`config.mk`:
```
export PLATFORM = sky130hd
export DESIGN_NAME = rvm_mdu
export DESIGN_NICKNAME = d
export VERILOG_FILES = /design/src/rtl/rvm_mdu_pkg.sv /design/src/rtl/rvm_mdu_addsub.sv /design/src/rtl/rvm_mdu.sv
export SDC_FILE = /design/constraint.sdc
export NUM_CORES = 1
export LEC_CHECK = 0
export ABC_AREA = 1
export CELL_PAD_IN_SITES_DETAIL_PLACEMENT = 1
export CELL_PAD_IN_SITES_GLOBAL_PLACEMENT = 1
export CORE_MARGIN = 2
export CORE_UTILIZATION = 30
export DETAILED_ROUTE_END_ITERATION = 16
export PLACE_DENSITY_LB_ADDON = 0.1
export SYNTH_ARGS = -nofsm -noshare
export SYNTH_HDL_FRONTEND = slang
export SYNTH_SLANG_ARGS = --single-unit
```
`constraint.sdc`:
```
create_clock -name g_clk -period 5.6 [get_ports g_clk]
set_clock_uncertainty 0.1 [all_clocks]
set_input_delay 0.84 -clock g_clk [delete_from_list [all_inputs] [get_ports g_clk]]
set_output_delay 0.84 -clock g_clk [all_outputs]
set_load 0.02 [all_outputs]
```
`src/rtl/rvm_mdu_pkg.sv`:
```
// Shared encodings and helpers for the RV32M iterative multiply/divide unit.
// Op and FSM state encodings, op-class decode and the wide negate used in sign fix-up.
package rvm_mdu_pkg;

  typedef enum logic [3:0] {
    RVM_MDU_NOP    = 4'd0,
    RVM_MDU_MUL    = 4'd1,
    RVM_MDU_MULH   = 4'd2,
    RVM_MDU_MULHSU = 4'd3,
    RVM_MDU_MULHU  = 4'd4,
    RVM_MDU_DIV    = 4'd5,
    RVM_MDU_DIVU   = 4'd6,
    RVM_MDU_REM    = 4'd7,
    RVM_MDU_REMU   = 4'd8
  } mdu_op_e;

  typedef enum logic [1:0] {
    RVM_MDU_IDLE = 2'd0,
    RVM_MDU_BUSY = 2'd1,
    RVM_MDU_DONE = 2'd2
  } mdu_state_e;

  // Encodings 9-15 are reserved and behave exactly like NOP.
  function automatic logic op_is_nop(input logic [3:0] o);
    return (o == 4'd0) || (o > 4'd8);
  endfunction

  function automatic logic op_is_div(input logic [3:0] o);
    return (o >= 4'd5) && (o <= 4'd8);
  endfunction

  function automatic logic [63:0] neg64(input logic [63:0] x);
    return ~x + 64'd1;
  endfunction

endpackage

```
`src/rtl/rvm_mdu_addsub.sv`:
```
// 33-bit adder/subtractor shared by multiply-accumulate and divide trial-subtract.
// Purely combinational; no flow control.
module rvm_mdu_addsub (
  input  logic [32:0] a,
  input  logic [32:0] b,
  input  logic        sub,
  output logic [32:0] y
);

  assign y = a + (b ^ {33{sub}}) + {32'd0, sub};

endmodule

```
`src/rtl/rvm_mdu.sv`:
```
// Iterative RV32M multiply/divide: 32 shift-add/shift-subtract cycles, divide-by-zero in one.
// Core holds op until valid; op back to NOP releases DONE or aborts BUSY with no result.
module rvm_mdu
  import rvm_mdu_pkg::*;
(
  input  logic        g_clk,
  input  logic        g_resetn,
  input  logic [31:0] lhs,
  input  logic [31:0] rhs,
  input  logic [3:0]  op,
  output logic        valid,
  output logic [31:0] result
);

  mdu_state_e  state_q, state_d;
  logic [4:0]  cnt_q, cnt_d;
  logic [3:0]  op_q, op_d;
  logic [63:0] acc_q, acc_d;
  logic [31:0] mcand_q, mcand_d;
  logic        lhs_neg_q, lhs_neg_d;
  logic        rhs_neg_q, rhs_neg_d;
  logic [31:0] result_q, result_d;

  logic        in_lneg, in_rneg;
  logic [31:0] lhs_mag, rhs_mag;
  logic [32:0] as_a, as_b, as_y;
  logic        as_sub;
  logic [32:0] mul_hi;
  logic [63:0] step_acc, prod_fix;
  logic [31:0] quot_fix, rem_fix, fin_res;

  assign in_lneg = lhs[31] && (op == RVM_MDU_MULH || op == RVM_MDU_MULHSU ||
                               op == RVM_MDU_DIV  || op == RVM_MDU_REM);
  assign in_rneg = rhs[31] && (op == RVM_MDU_MULH || op == RVM_MDU_DIV ||
                               op == RVM_MDU_REM);
  assign lhs_mag = in_lneg ? 32'd0 - lhs : lhs;
  assign rhs_mag = in_rneg ? 32'd0 - rhs : rhs;

  rvm_mdu_addsub u_addsub (
    .a   (as_a),
    .b   (as_b),
    .sub (as_sub),
    .y   (as_y)
  );

  // acc holds {product_hi, multiplier} when multiplying and {rem, quot} when dividing.
  always_comb begin
    as_b   = {1'b0, mcand_q};
    as_a   = {1'b0, acc_q[63:32]};
    as_sub = 1'b0;
    mul_hi = {1'b0, acc_q[63:32]};
    if (op_is_div(op_q)) begin
      as_a   = {acc_q[63:32], acc_q[31]};
      as_sub = 1'b1;
      // Remainder stays below 2*divisor, so bit 32 of the difference is a reliable sign.
      if (!as_y[32]) step_acc = {as_y[31:0], acc_q[30:0], 1'b1};
      else           step_acc = {acc_q[62:0], 1'b0};
    end else begin
      if (acc_q[0]) mul_hi = as_y;
      step_acc = {mul_hi, acc_q[31:1]};
    end
  end

  always_comb begin
    prod_fix = (lhs_neg_q ^ rhs_neg_q) ? neg64(step_acc) : step_acc;
    quot_fix = (lhs_neg_q ^ rhs_neg_q) ? 32'd0 - step_acc[31:0] : step_acc[31:0];
    rem_fix  = lhs_neg_q ? 32'd0 - step_acc[63:32] : step_acc[63:32];
    case (op_q)
      RVM_MDU_MUL:                    fin_res = prod_fix[31:0];
      RVM_MDU_MULH, RVM_MDU_MULHSU,
      RVM_MDU_MULHU:                  fin_res = prod_fix[63:32];
      RVM_MDU_DIV, RVM_MDU_DIVU:      fin_res = quot_fix;
      RVM_MDU_REM, RVM_MDU_REMU:      fin_res = rem_fix;
      default:                        fin_res = 32'd0;
    endcase
  end

  always_comb begin
    state_d   = state_q;
    cnt_d     = cnt_q;
    op_d      = op_q;
    acc_d     = acc_q;
    mcand_d   = mcand_q;
    lhs_neg_d = lhs_neg_q;
    rhs_neg_d = rhs_neg_q;
    result_d  = result_q;
    case (state_q)
      RVM_MDU_IDLE: begin
        if (!op_is_nop(op)) begin
          op_d      = op;
          lhs_neg_d = in_lneg;
          rhs_neg_d = in_rneg;
          cnt_d     = 5'd0;
          if (op_is_div(op)) begin
            acc_d   = {32'd0, lhs_mag};
            mcand_d = rhs_mag;
          end else begin
            acc_d   = {32'd0, rhs_mag};
            mcand_d = lhs_mag;
          end
          if (op_is_div(op) && rhs == 32'd0) begin
            result_d = (op == RVM_MDU_DIV || op == RVM_MDU_DIVU) ? 32'hFFFF_FFFF : lhs;
            state_d  = RVM_MDU_DONE;
          end else begin
            state_d = RVM_MDU_BUSY;
          end
        end
      end
      RVM_MDU_BUSY: begin
        if (op_is_nop(op)) begin
          state_d = RVM_MDU_IDLE;
        end else begin
          acc_d = step_acc;
          cnt_d = cnt_q + 5'd1;
          if (cnt_q == 5'd31) begin
            result_d = fin_res;
            state_d  = RVM_MDU_DONE;
          end
        end
      end
      RVM_MDU_DONE: begin
        if (op_is_nop(op)) state_d = RVM_MDU_IDLE;
      end
      default: state_d = RVM_MDU_IDLE;
    endcase
  end

  always_ff @(posedge g_clk or negedge g_resetn) begin
    if (!g_resetn) begin
      state_q   <= RVM_MDU_IDLE;
      cnt_q     <= 5'd0;
      op_q      <= 4'd0;
      acc_q     <= 64'd0;
      mcand_q   <= 32'd0;
      lhs_neg_q <= 1'b0;
      rhs_neg_q <= 1'b0;
      result_q  <= 32'd0;
    end else begin
      state_q   <= state_d;
      cnt_q     <= cnt_d;
      op_q      <= op_d;
      acc_q     <= acc_d;
      mcand_q   <= mcand_d;
      lhs_neg_q <= lhs_neg_d;
      rhs_neg_q <= rhs_neg_d;
      result_q  <= result_d;
    end
  end

  assign valid  = (state_q == RVM_MDU_DONE);
  assign result = result_q;

endmodule

```
==> results of run 1 <==
==> flip-flops by register name (all words and copies together) (netlist names) <==
register / cells
acc_q: 64
mcand_q: 32
result: 32
cnt_q: 5
op_q: 4
state_q: 2
lhs_neg_q: 1
rhs_neg_q: 1
==> timing repair <==
| item | 4_1_cts | 5_1_grt |
|---|---|---|
| hold buffers | 0 | 0 |
| setup buffers | 0 | 21 |
| endpoints found under the setup margin | 0 | 31 |
| gates resized for setup | 0 | 70 |
| endpoints found under the hold margin | 0 | 0 |
==> logic make-up after synthesis <==
group | Yosys count | synth area share (%)
simple gates | 1374 | 38.00
compound gates | 537 | 19.56
buf+inv | 401 | 10.14
flops | 141 | 22.63
xor+xnor | 116 | 6.516
fa+ha+maj | 38 | 3.098
mux | 1 | 0.06420
==> Yosys cell counts, drive strengths merged, types with 37 or more instances <==
cell and n:
nand2 738, nor2 306, inv 283, o21ai 252, nand3 244, a21oi 143, dfrtp 141, xor2 80
clkbuf 75, buf 38, o211ai 38, ha 37
==> per-layer routing <==
| layer | up-vias | part of all wire [%] | GRT usage, % |
|---|---|---|---|
| li1 | 8799 | - | - |
| met1 | 9082 | 45 | 38.70 |
| met2 | 422 | 48 | 51.07 |
| met3 | 105 | 3.6 | 3.917 |
| met4 | 0 | 3.6 | 9.976 |
| met5 | - | 0 | 0 |
==> metrics by stage <==
stage | util [%] | cells | hold slack, ns | TNS [ns] | instance area (µm²)
2_1_floorplan | - | 2608 | 0.3483 | 0 | 15590
3_3_place_gp | 34.49 | 3364 | 0.3604 | 0 | 17690
3_5_place_dp | 34.49 | 3364 | 0.3938 | 0 | 17690
4_1_cts | 35.75 | 3396 | 0.3201 | 0 | 18340
5_1_grt | 36.71 | 3421 | 0.3427 | -0.3438 | 18830
6_report | 36.71 | 3421 | 0.2889 | 0 | 18830
==> worst max path at each step <==
| stage | startpoint | endpoint | slack [ns] |
|---|---|---|---|
| 6_report | op_q[0] | result[8] | 0.32 |
| 5_1_grt | op_q[0] | result[30] | -0.07 |
| 4_1_cts | op_q[0] | result[30] | 0.06 |
| 3_5_place_dp | op_q[0] | result[30] | 0.08 |
| 3_3_place_gp | op_q[0] | result[2] | 0.25 |
| 2_1_floorplan | op_q[3] | result[30] | 0.13 |
==> cell type report <==
class	count	area, µm²	area share (%)
Multi-Input combinational cell	2066	10740	57.04
Sequential cell	141	3530	18.74
Timing Repair Buffer	214	1971	10.46
Tap cell	680	850.8	4.517
Clock buffer	17	425.4	2.259
Clock inverter	15	221.5	1.176
Inverter	288	1094	5.806
==> metrics.txt, run 1 <==
# TYPE chip_impl_metric gauge
chip_impl_metric{name="clock-sinks",unit=""} 141
chip_impl_info{name="synth_top_cell_by_area",value="dfrtp_1"} 1
chip_impl_metric{name="n_antenna_cell",unit=""} 0
chip_impl_info{name="setup.worst_path.class",value="flip-flop to flip-flop"} 1
chip_impl_metric{name="minimum_period_implied_by_the_final_worst_setup_slack",unit="ns"} 5.283
chip_impl_metric{name="nFillCells",unit=""} 6844
chip_impl_metric{name="clkLatencyLatePin",unit="ns"} 0.50
chip_impl_metric{name="maxClockFrequency",unit="GHz"} 0.1893
chip_impl_metric{name="floorplan.die.width",unit="µm"} 232.0
chip_impl_info{name="setup.worst_path.end_class",value="flip-flop"} 1
chip_impl_metric{name="wl_per_cell",unit="µm"} 23.79
chip_impl_metric{name="routed_via_count",unit=""} 18410
chip_impl_info{name="cpMostUsedCell",value="nand2_2"} 1
chip_impl_metric{name="gpl.final_weighted_congestion",unit=""} 0.9550
chip_impl_info{name="status",value="finished, final reports clean"} 1
chip_impl_metric{name="count_of_flip_flops_with_a_built_in_enable_after_synthesis",unit=""} 0
chip_impl_metric{name="postLayoutSetupSlackWorst",unit="ns"} 0.3173
chip_impl_metric{name="drt_iter0_markers",unit=""} 1213
chip_impl_metric{name="global_router_s_overall_resource_usage",unit="%"} 29.89
chip_impl_metric{name="worst_relative_slew_slack",unit="%"} 28.93
chip_impl_metric{name="cp_required",unit="ns"} 5.86
chip_impl_metric{name="finalSetupViolations",unit=""} 0
chip_impl_metric{name="worst_setup_hold_path_clk_slew",unit="ns"} 0.07
chip_impl_metric{name="gr-total-overflow",unit=""} 0
chip_impl_info{name="cts_tree",value="built"} 1
chip_impl_info{name="reg2reg_to",value="result[8]"} 1
chip_impl_metric{name="yosysSeqAreaShare",unit="%"} 22.63
chip_impl_metric{name="syn_area",unit="mm²"} 0.01559
chip_impl_metric{name="area_growth_syn_to_layout",unit="%"} 20.80
chip_impl_info{name="synth.top_cells.by_area",value="dfrtp_1, nand2_1, nand3_1"} 1
chip_impl_metric{name="slew_viol_final",unit=""} 0
chip_impl_metric{name="asyncSetResetFlopFracSynth",unit="%"} 100.0
chip_impl_metric{name="synth.avg_cell_area",unit="µm²"} 5.978
chip_impl_info{name="final_common_cell",value="nand2_1"} 1
chip_impl_metric{name="number_of_hold_violations_in_the_final_report",unit=""} 0
chip_impl_metric{name="final_wirelength",unit="µm"} 81370
chip_impl_metric{name="layout_worst_path_cycle_share",unit="%"} 94.33
chip_impl_info{name="r2r_start",value="op_q[0]"} 1
chip_impl_info{name="start_kind",value="flip-flop"} 1
chip_impl_metric{name="first_global_vias",unit=""} 18650
chip_impl_metric{name="cp_num_cells",unit=""} 38
chip_impl_info{name="timing.critical_path.slowest_stage_cell",value="dfrtp_1"} 1
chip_impl_metric{name="critical_path_at",unit="ns"} 5.54
chip_impl_metric{name="ant_nets",unit=""} 0
chip_impl_metric{name="cts_max_path_buffers",unit=""} 2
chip_impl_metric{name="critical_path_peak_fanout",unit=""} 9
chip_impl_info{name="grt_setup_unrepaired",value="yes"} 1
chip_impl_metric{name="htreeDepth",unit=""} 4
chip_impl_metric{name="synth.yosys.warnings",unit=""} 0
chip_impl_metric{name="pre_cts_ws",unit="ns"} 0.07586
chip_impl_metric{name="pin_count",unit=""} 103
chip_impl_metric{name="netlist_instances",unit=""} 2608
chip_impl_info{name="path_delay_family",value="simple AND/OR/NAND/NOR gates"} 1
chip_impl_metric{name="fp-row-count",unit=""} 83
chip_impl_metric{name="synthDominantCellAreaShare",unit="%"} 22.63
chip_impl_metric{name="max_cap_viols",unit=""} 0
chip_impl_metric{name="transition_time_at_the_pin_with_the_least_slew_margin",unit="ns"} 1.065
chip_impl_metric{name="floorplan.die_area",unit="mm²"} 0.05381
chip_impl_metric{name="r2r.worst_path.cells",unit=""} 38
chip_impl_metric{name="final_nets",unit=""} 2836
chip_impl_metric{name="worst-r2r-setup-slack",unit="ns"} 0.32
chip_impl_info{name="mostFrequentLayoutCells",value="nand2_1, nor2_1, inv_1"} 1
chip_impl_metric{name="grt_start_max_net_pins",unit=""} 75
chip_impl_info{name="min-delay-path-class",value="input pin to asynchronous set/reset pin"} 1
chip_impl_info{name="cell_at_the_root_of_the_clock_tree",value="clkbuf_16"} 1
chip_impl_metric{name="die_height",unit="µm"} 232.0
chip_impl_metric{name="grt_first_pass_wirelength",unit="µm"} 119500
chip_impl_metric{name="firstDrtPassIters",unit=""} 5
chip_impl_metric{name="detailed_place_hpwl",unit="µm"} 65780
chip_impl_metric{name="timing.critical_path.slowest_cell_delay",unit="ns"} 0.40
chip_impl_metric{name="layout-drive-gt1-share",unit="%"} 11.42
chip_impl_metric{name="timing.critical_path.buf_inv",unit=""} 6
chip_impl_metric{name="ys_seq_elements",unit=""} 141
chip_impl_metric{name="mappedNetlistNets",unit=""} 2716
chip_impl_info{name="synthFlopType",value="dfrtp_1"} 1
chip_impl_metric{name="drc",unit=""} 0
chip_impl_metric{name="number_of_antenna_violations_at_the_first_check_in_global_routing",unit=""} 0
chip_impl_metric{name="start_util",unit="%"} 30.39
chip_impl_metric{name="cts_made_buffers",unit=""} 17
chip_impl_metric{name="synth.lib_cells_used.distinct",unit=""} 58
chip_impl_metric{name="port_buffers",unit=""} 102
chip_impl_metric{name="viasPerCell",unit=""} 5.381
chip_impl_metric{name="placeableCoreArea",unit="mm²"} 0.05130
Power of run 1 is not shown: default switching activity piles up to over one toggle a cycle in this logic, so the estimate is an artifact.
==> inputs of run 2 (changes only) <==
--- a/config.mk
+++ b/config.mk
@@ -11,7 +11,7 @@
 export CORE_MARGIN = 2
 export CORE_UTILIZATION = 30
 export DETAILED_ROUTE_END_ITERATION = 16
-export PLACE_DENSITY_LB_ADDON = 0.1
+export PLACE_DENSITY = 0.68
 export SYNTH_ARGS = -nofsm -noshare
 export SYNTH_HDL_FRONTEND = slang
 export SYNTH_SLANG_ARGS = --single-unit
==> run 2 against run 1 <==
  * First-iteration DRC count shrank 3.8%
  * Flip-flop and latch count unchanged
  * Register-to-register slack worse by 0.08 ns
  * Worst setup slack worse by 0.082 ns
  * Critical path type unchanged
  * Global-route usage down 1.1 points
  * Final area fell by 0.73%
  * Wire length shrank 4.4%
  * Largest cell class unchanged
  * Hold slack gained 0.048 ns
  * Cell count is 0.35% lower
  * Utilization shrank 0.27 points
==> metrics.txt, run 2 (same netlist as run 1, synthesis figures left out) <==
# TYPE chip_impl_metric gauge
chip_impl_metric{name="transition_time_at_the_pin_with_the_least_slew_margin",unit="ns"} 1.281
chip_impl_metric{name="cts_max_path_buffers",unit=""} 2
chip_impl_metric{name="grt_start_max_net_pins",unit=""} 81
chip_impl_metric{name="wl_per_cell",unit="µm"} 22.82
chip_impl_metric{name="clock-sinks",unit=""} 141
chip_impl_metric{name="final_wirelength",unit="µm"} 77780
chip_impl_metric{name="sequential_cell_area",unit="mm²"} 0.003528
chip_impl_metric{name="critical_path_peak_fanout",unit=""} 26
chip_impl_info{name="cpMostUsedCell",value="nand2_1"} 1
chip_impl_metric{name="htreeDepth",unit=""} 4
chip_impl_metric{name="ant_nets",unit=""} 0
chip_impl_metric{name="minimum_period_implied_by_the_final_worst_setup_slack",unit="ns"} 5.365
chip_impl_metric{name="global_router_s_overall_resource_usage",unit="%"} 28.83
chip_impl_metric{name="clkLatencyLatePin",unit="ns"} 0.46
chip_impl_metric{name="final_nets",unit=""} 2824
chip_impl_metric{name="layout-drive-gt1-share",unit="%"} 10.59
chip_impl_metric{name="worst_relative_slew_slack",unit="%"} 14.51
chip_impl_metric{name="area_growth_syn_to_layout",unit="%"} 19.92
chip_impl_metric{name="die_height",unit="µm"} 232.0
chip_impl_metric{name="cts_made_buffers",unit=""} 17
chip_impl_info{name="setup.worst_path.end_class",value="flip-flop"} 1
chip_impl_info{name="setup.worst_path.class",value="flip-flop to flip-flop"} 1
chip_impl_metric{name="start_util",unit="%"} 30.39
chip_impl_info{name="final_common_cell",value="nand2_1"} 1
chip_impl_metric{name="worst_setup_hold_path_clk_slew",unit="ns"} 0.07
chip_impl_info{name="cts_tree",value="built"} 1
chip_impl_metric{name="port_buffers",unit=""} 102
chip_impl_info{name="largest_register",value="acc_q"} 1
chip_impl_metric{name="firstDrtPassIters",unit=""} 5
chip_impl_info{name="start_kind",value="flip-flop"} 1
chip_impl_metric{name="r2r.worst_path.cells",unit=""} 32
chip_impl_info{name="grt_setup_unrepaired",value="yes"} 1
chip_impl_metric{name="drt_iter0_markers",unit=""} 1167
chip_impl_metric{name="placeableCoreArea",unit="mm²"} 0.05130
chip_impl_metric{name="drc",unit=""} 0
chip_impl_metric{name="floorplan.die.width",unit="µm"} 232.0
chip_impl_metric{name="max_cap_viols",unit=""} 0
chip_impl_metric{name="number_of_hold_violations_in_the_final_report",unit=""} 0
chip_impl_metric{name="layout_worst_path_cycle_share",unit="%"} 95.80
chip_impl_metric{name="finalSetupViolations",unit=""} 0
chip_impl_info{name="min-delay-path-class",value="input pin to asynchronous set/reset pin"} 1
chip_impl_metric{name="routed_via_count",unit=""} 18570
chip_impl_metric{name="pin_count",unit=""} 103
chip_impl_info{name="cell_at_the_root_of_the_clock_tree",value="clkbuf_16"} 1
chip_impl_info{name="timing.critical_path.slowest_stage_cell",value="dfrtp_1"} 1
chip_impl_metric{name="multiInputGateArea",unit="mm²"} 0.01073
chip_impl_metric{name="timing.critical_path.slowest_cell_delay",unit="ns"} 0.42
chip_impl_metric{name="slew_viol_final",unit=""} 0
chip_impl_metric{name="gr-total-overflow",unit=""} 0
chip_impl_metric{name="floorplan.die_area",unit="mm²"} 0.05381
chip_impl_info{name="mostFrequentLayoutCells",value="nand2_1, nor2_1, inv_1"} 1
chip_impl_metric{name="fp-row-count",unit=""} 83
chip_impl_metric{name="cp_required",unit="ns"} 5.89
chip_impl_info{name="reg2reg_to",value="result[17]"} 1
chip_impl_metric{name="utilization_of_the_core_after_routing",unit="%"} 36.44
chip_impl_metric{name="maxClockFrequency",unit="GHz"} 0.1864
chip_impl_metric{name="nFillCells",unit=""} 6789
chip_impl_info{name="r2r_start",value="op_q[1]"} 1
chip_impl_metric{name="viasPerCell",unit=""} 5.447
chip_impl_metric{name="number_of_antenna_violations_at_the_first_check_in_global_routing",unit=""} 0
chip_impl_metric{name="gpl.final_weighted_congestion",unit=""} 0.9690
chip_impl_metric{name="cts_hold_buf",unit=""} 0
chip_impl_metric{name="largest_register_ffs",unit=""} 64
chip_impl_metric{name="worst-r2r-setup-slack",unit="ns"} 0.24
chip_impl_info{name="status",value="finished, final reports clean"} 1
chip_impl_metric{name="n_antenna_cell",unit=""} 0
chip_impl_metric{name="detailed_place_hpwl",unit="µm"} 62490
chip_impl_metric{name="critical_path_at",unit="ns"} 5.65
chip_impl_metric{name="first_global_vias",unit=""} 19110
chip_impl_metric{name="grt_first_pass_wirelength",unit="µm"} 117500
[run 2: worst max path at each step]
stage | from | end | cells after the start | slack [ns]
after CTS | op_q[0] | result[16] | 41 | 0.03
after detailed placement | op_q[0] | result[26] | 34 | -0.18
after global placement | op_q[0] | result[26] | 34 | 0.07
after global routing | op_q[3] | result[24] | 41 | -0.06
final | op_q[1] | result[17] | 32 | 0.24
after floorplan | op_q[3] | result[30] | 39 | 0.13
[run 2: repair_timing]
action,in CTS,in global routing
cloned,2,0
gates resized for setup,12,42
endpoints found under the hold margin,0,0
buffers inserted,4,12
pin swaps,3,16
endpoints found under the setup margin,9,30
[run 2: final cells by class]
class / count / area share (%)
Timing Repair Buffer: 202 / 10.01
Clock buffer: 19 / 2.423
Inverter: 288 / 5.809
Sequential cell: 141 / 18.87
Clock inverter: 13 / 0.9570
Tap cell: 680 / 4.551
Multi-Input combinational cell: 2066 / 57.38
[run 2: critical path, delay by kind of cell (launching register included)]
kind | cells | cell delay (ns)
AO/OA/AOI/OAI | 5 | 1.08
adder cells (fa/ha/maj) | 1 | 0.37
buffers and inverters | 6 | 1.18
flip-flops | 1 | 0.42
AND/OR/NAND/NOR | 20 | 2.13
[run 2: through the flow]
| step | cells | hold slack (ns) | area (µm²) | setup TNS, ns | setup WS (ns) |
|---|---|---|---|---|---|
| floorplan | 2608 | 0.3483 | 15590 | 0 | 0.1279 |
| global placement | 3359 | 0.3616 | 17660 | 0 | 0.07421 |
| detailed placement | 3359 | 0.3735 | 17660 | -0.4618 | -0.1834 |
| CTS | 3397 | 0.3733 | 18430 | 0 | 0.03373 |
| global route | 3409 | 0.4007 | 18700 | -0.2170 | -0.05808 |
| finish | 3409 | 0.3369 | 18700 | 0 | 0.2352 |
[run 2: routing by layer]
metal | GRT usage [%] | vias to the layer above | part of all wire [%]
met5 | 0 | - | 0
met4 | 12.96 | 0 | 4.8
met3 | 3.094 | 162 | 4.2
met2 | 48.46 | 554 | 47
met1 | 37.12 | 9085 | 44
li1 | - | 8767 | -
Power of run 2 is left out for the same reason.
==> inputs of run 3 (changes only) <==
--- a/config.mk
+++ b/config.mk
@@ -12,6 +12,7 @@
 export CORE_UTILIZATION = 30
 export DETAILED_ROUTE_END_ITERATION = 16
 export PLACE_DENSITY = 0.68
+export SLEW_MARGIN = 20
 export SYNTH_ARGS = -nofsm -noshare
 export SYNTH_HDL_FRONTEND = slang
 export SYNTH_SLANG_ARGS = --single-unit
==> run 3 against run 2 <==
  * Register-to-register slack is essentially flat
  * Via count is essentially flat
  * Die area is the same
  * Clock-buffer cell count is the same
  * Worst setup slack gained 0.0098 ns
  * Global-route usage is essentially flat
  * Critical endpoint unchanged
  * Flip-flop and latch count is the same
  * Final area is the same
  * Utilization is the same
  * Wire length shrank 0.14%
  * Cell count is the same
==> metrics.txt, run 3 (same netlist as run 1, synthesis figures left out) <==
# TYPE chip_impl_metric gauge
chip_impl_metric{name="final_wirelength",unit="µm"} 77670
chip_impl_metric{name="slew_viol_final",unit=""} 0
chip_impl_info{name="grt_setup_unrepaired",value="yes"} 1
chip_impl_info{name="cell_at_the_root_of_the_clock_tree",value="clkbuf_16"} 1
chip_impl_metric{name="finalSetupViolations",unit=""} 0
chip_impl_metric{name="fp-row-count",unit=""} 83
chip_impl_metric{name="timing.critical_path.slowest_cell_delay",unit="ns"} 0.42
chip_impl_metric{name="number_of_antenna_violations_at_the_first_check_in_global_routing",unit=""} 0
chip_impl_metric{name="clkLatencyLatePin",unit="ns"} 0.46
chip_impl_metric{name="ant_nets",unit=""} 0
chip_impl_metric{name="routed_via_count",unit=""} 18550
chip_impl_metric{name="layout_worst_path_cycle_share",unit="%"} 95.63
chip_impl_info{name="mostFrequentLayoutCells",value="nand2_1, nor2_1, inv_1"} 1
chip_impl_metric{name="wl_per_cell",unit="µm"} 22.78
chip_impl_metric{name="cts_made_buffers",unit=""} 17
chip_impl_info{name="setup.worst_path.class",value="flip-flop to flip-flop"} 1
chip_impl_metric{name="firstDrtPassIters",unit=""} 5
chip_impl_metric{name="viasPerCell",unit=""} 5.443
chip_impl_metric{name="pre_cts_ws",unit="ns"} -0.1834
chip_impl_metric{name="gpl.final_weighted_congestion",unit=""} 0.9690
chip_impl_metric{name="pin_count",unit=""} 103
chip_impl_info{name="cts_tree",value="built"} 1
chip_impl_metric{name="first_global_vias",unit=""} 19110
chip_impl_metric{name="number_of_hold_violations_in_the_final_report",unit=""} 0
chip_impl_metric{name="critical_path_at",unit="ns"} 5.64
chip_impl_metric{name="cts_max_path_buffers",unit=""} 2
chip_impl_metric{name="r2r.worst_path.cells",unit=""} 32
chip_impl_info{name="cpMostUsedCell",value="nand2_1"} 1
chip_impl_metric{name="minimum_period_implied_by_the_final_worst_setup_slack",unit="ns"} 5.355
chip_impl_info{name="status",value="finished, final reports clean"} 1
chip_impl_metric{name="grt_start_max_net_pins",unit=""} 81
chip_impl_metric{name="n_antenna_cell",unit=""} 0
chip_impl_metric{name="placeableCoreArea",unit="mm²"} 0.05130
chip_impl_info{name="largest_register",value="acc_q"} 1
chip_impl_metric{name="worst-r2r-setup-slack",unit="ns"} 0.24
chip_impl_metric{name="critical_path_peak_fanout",unit=""} 26
chip_impl_metric{name="htreeDepth",unit=""} 4
chip_impl_metric{name="worst_relative_slew_slack",unit="%"} 30.37
chip_impl_metric{name="gr-total-overflow",unit=""} 0
chip_impl_metric{name="final.hold.worst_slack",unit="ns"} 0.3328
chip_impl_info{name="reg2reg_to",value="result[17]"} 1
chip_impl_metric{name="floorplan.die.width",unit="µm"} 232.0
chip_impl_info{name="min-delay-path-class",value="input pin to asynchronous set/reset pin"} 1
chip_impl_metric{name="start_util",unit="%"} 30.39
chip_impl_metric{name="postLayoutSetupSlackWorst",unit="ns"} 0.2449
chip_impl_info{name="setup.worst_path.end_class",value="flip-flop"} 1
chip_impl_metric{name="largest_register_ffs",unit=""} 64
chip_impl_metric{name="drc",unit=""} 0
chip_impl_info{name="final_common_cell",value="nand2_1"} 1
chip_impl_metric{name="drt_iter0_markers",unit=""} 1203
chip_impl_metric{name="max_cap_viols",unit=""} 0
chip_impl_metric{name="floorplan.die_area",unit="mm²"} 0.05381
chip_impl_info{name="r2r_start",value="op_q[1]"} 1
chip_impl_metric{name="cp_required",unit="ns"} 5.88
chip_impl_metric{name="worst_setup_hold_path_clk_slew",unit="ns"} 0.07
chip_impl_metric{name="clock-sinks",unit=""} 141
chip_impl_info{name="timing.critical_path.slowest_stage_cell",value="dfrtp_1"} 1
chip_impl_metric{name="transition_time_at_the_pin_with_the_least_slew_margin",unit="ns"} 1.043
chip_impl_metric{name="detailed_place_hpwl",unit="µm"} 62490
chip_impl_info{name="start_kind",value="flip-flop"} 1
chip_impl_metric{name="die_height",unit="µm"} 232.0
chip_impl_metric{name="area_growth_syn_to_layout",unit="%"} 19.92
chip_impl_metric{name="global_router_s_overall_resource_usage",unit="%"} 28.82
chip_impl_metric{name="final_nets",unit=""} 2824
chip_impl_metric{name="port_buffers",unit=""} 102
chip_impl_metric{name="grt_first_pass_wirelength",unit="µm"} 117500
chip_impl_metric{name="maxClockFrequency",unit="GHz"} 0.1867
chip_impl_metric{name="layout-drive-gt1-share",unit="%"} 10.63
## run 3: cell count changes in the layout (fill, tap and decap cells not counted)
cell	change
inv_1	-1
inv_2	+1
## run 3: layout make-up
cell class / count / area [µm²]
sequential: 141 / 3528
timing repair buffer: 202 / 1872
clock buffer: 19 / 452.9
fill: 6789 / 32610
tap: 680 / 850.8
clock inverter: 13 / 178.9
inverter: 288 / 1086
multi-input combinational: 2066 / 10730
## run 3: critical path, delay by kind of cell (launching register included)
family / cells / cell delay (ns)
buf+inv: 6 / 1.18
fa+ha+maj: 1 / 0.37
simple gates: 20 / 2.10
compound gates: 5 / 1.08
flops: 1 / 0.42
## run 3: how the worst max path moves through the flow
| stage | start | end | cells after the start |
|---|---|---|---|
| 2_1_floorplan | op_q[3] | result[30] | 39 |
| 3_3_place_gp | op_q[0] | result[26] | 34 |
| 3_5_place_dp | op_q[0] | result[26] | 34 |
| 4_1_cts | op_q[0] | result[16] | 41 |
| 5_1_grt | op_q[3] | result[24] | 41 |
| 6_report | op_q[1] | result[17] | 32 |
## run 3: metrics by stage
step / instance area, µm² / setup TNS, ns / cells / utilization (%)
floorplan: 15590 / 0 / 2608 / -
global placement: 17660 / 0 / 3359 / 34.42
detailed placement: 17660 / -0.4617 / 3359 / 34.42
CTS: 18430 / 0 / 3397 / 35.93
global route: 18700 / -0.2169 / 3409 / 36.44
finish: 18700 / 0 / 3409 / 36.44
## run 3: metal layers
metal  vias to the layer above  track usage [%]  routed length [µm]
met2                       509            48.46               36150
met4                         0            12.96                3712
li1                       8770                -                   -
met3                       155            3.094                3092
met1                      9120            37.11               34710
met5                         -                0                   0
## run 3: repair_timing
item,4_1_cts,5_1_grt
gates cloned,2,0
buffers inserted,4,12
hold buffers,0,0
endpoints found under the setup margin,9,30
gates resized for setup,12,42
pin swaps,3,16
Power of run 3 is left out for the same reason.
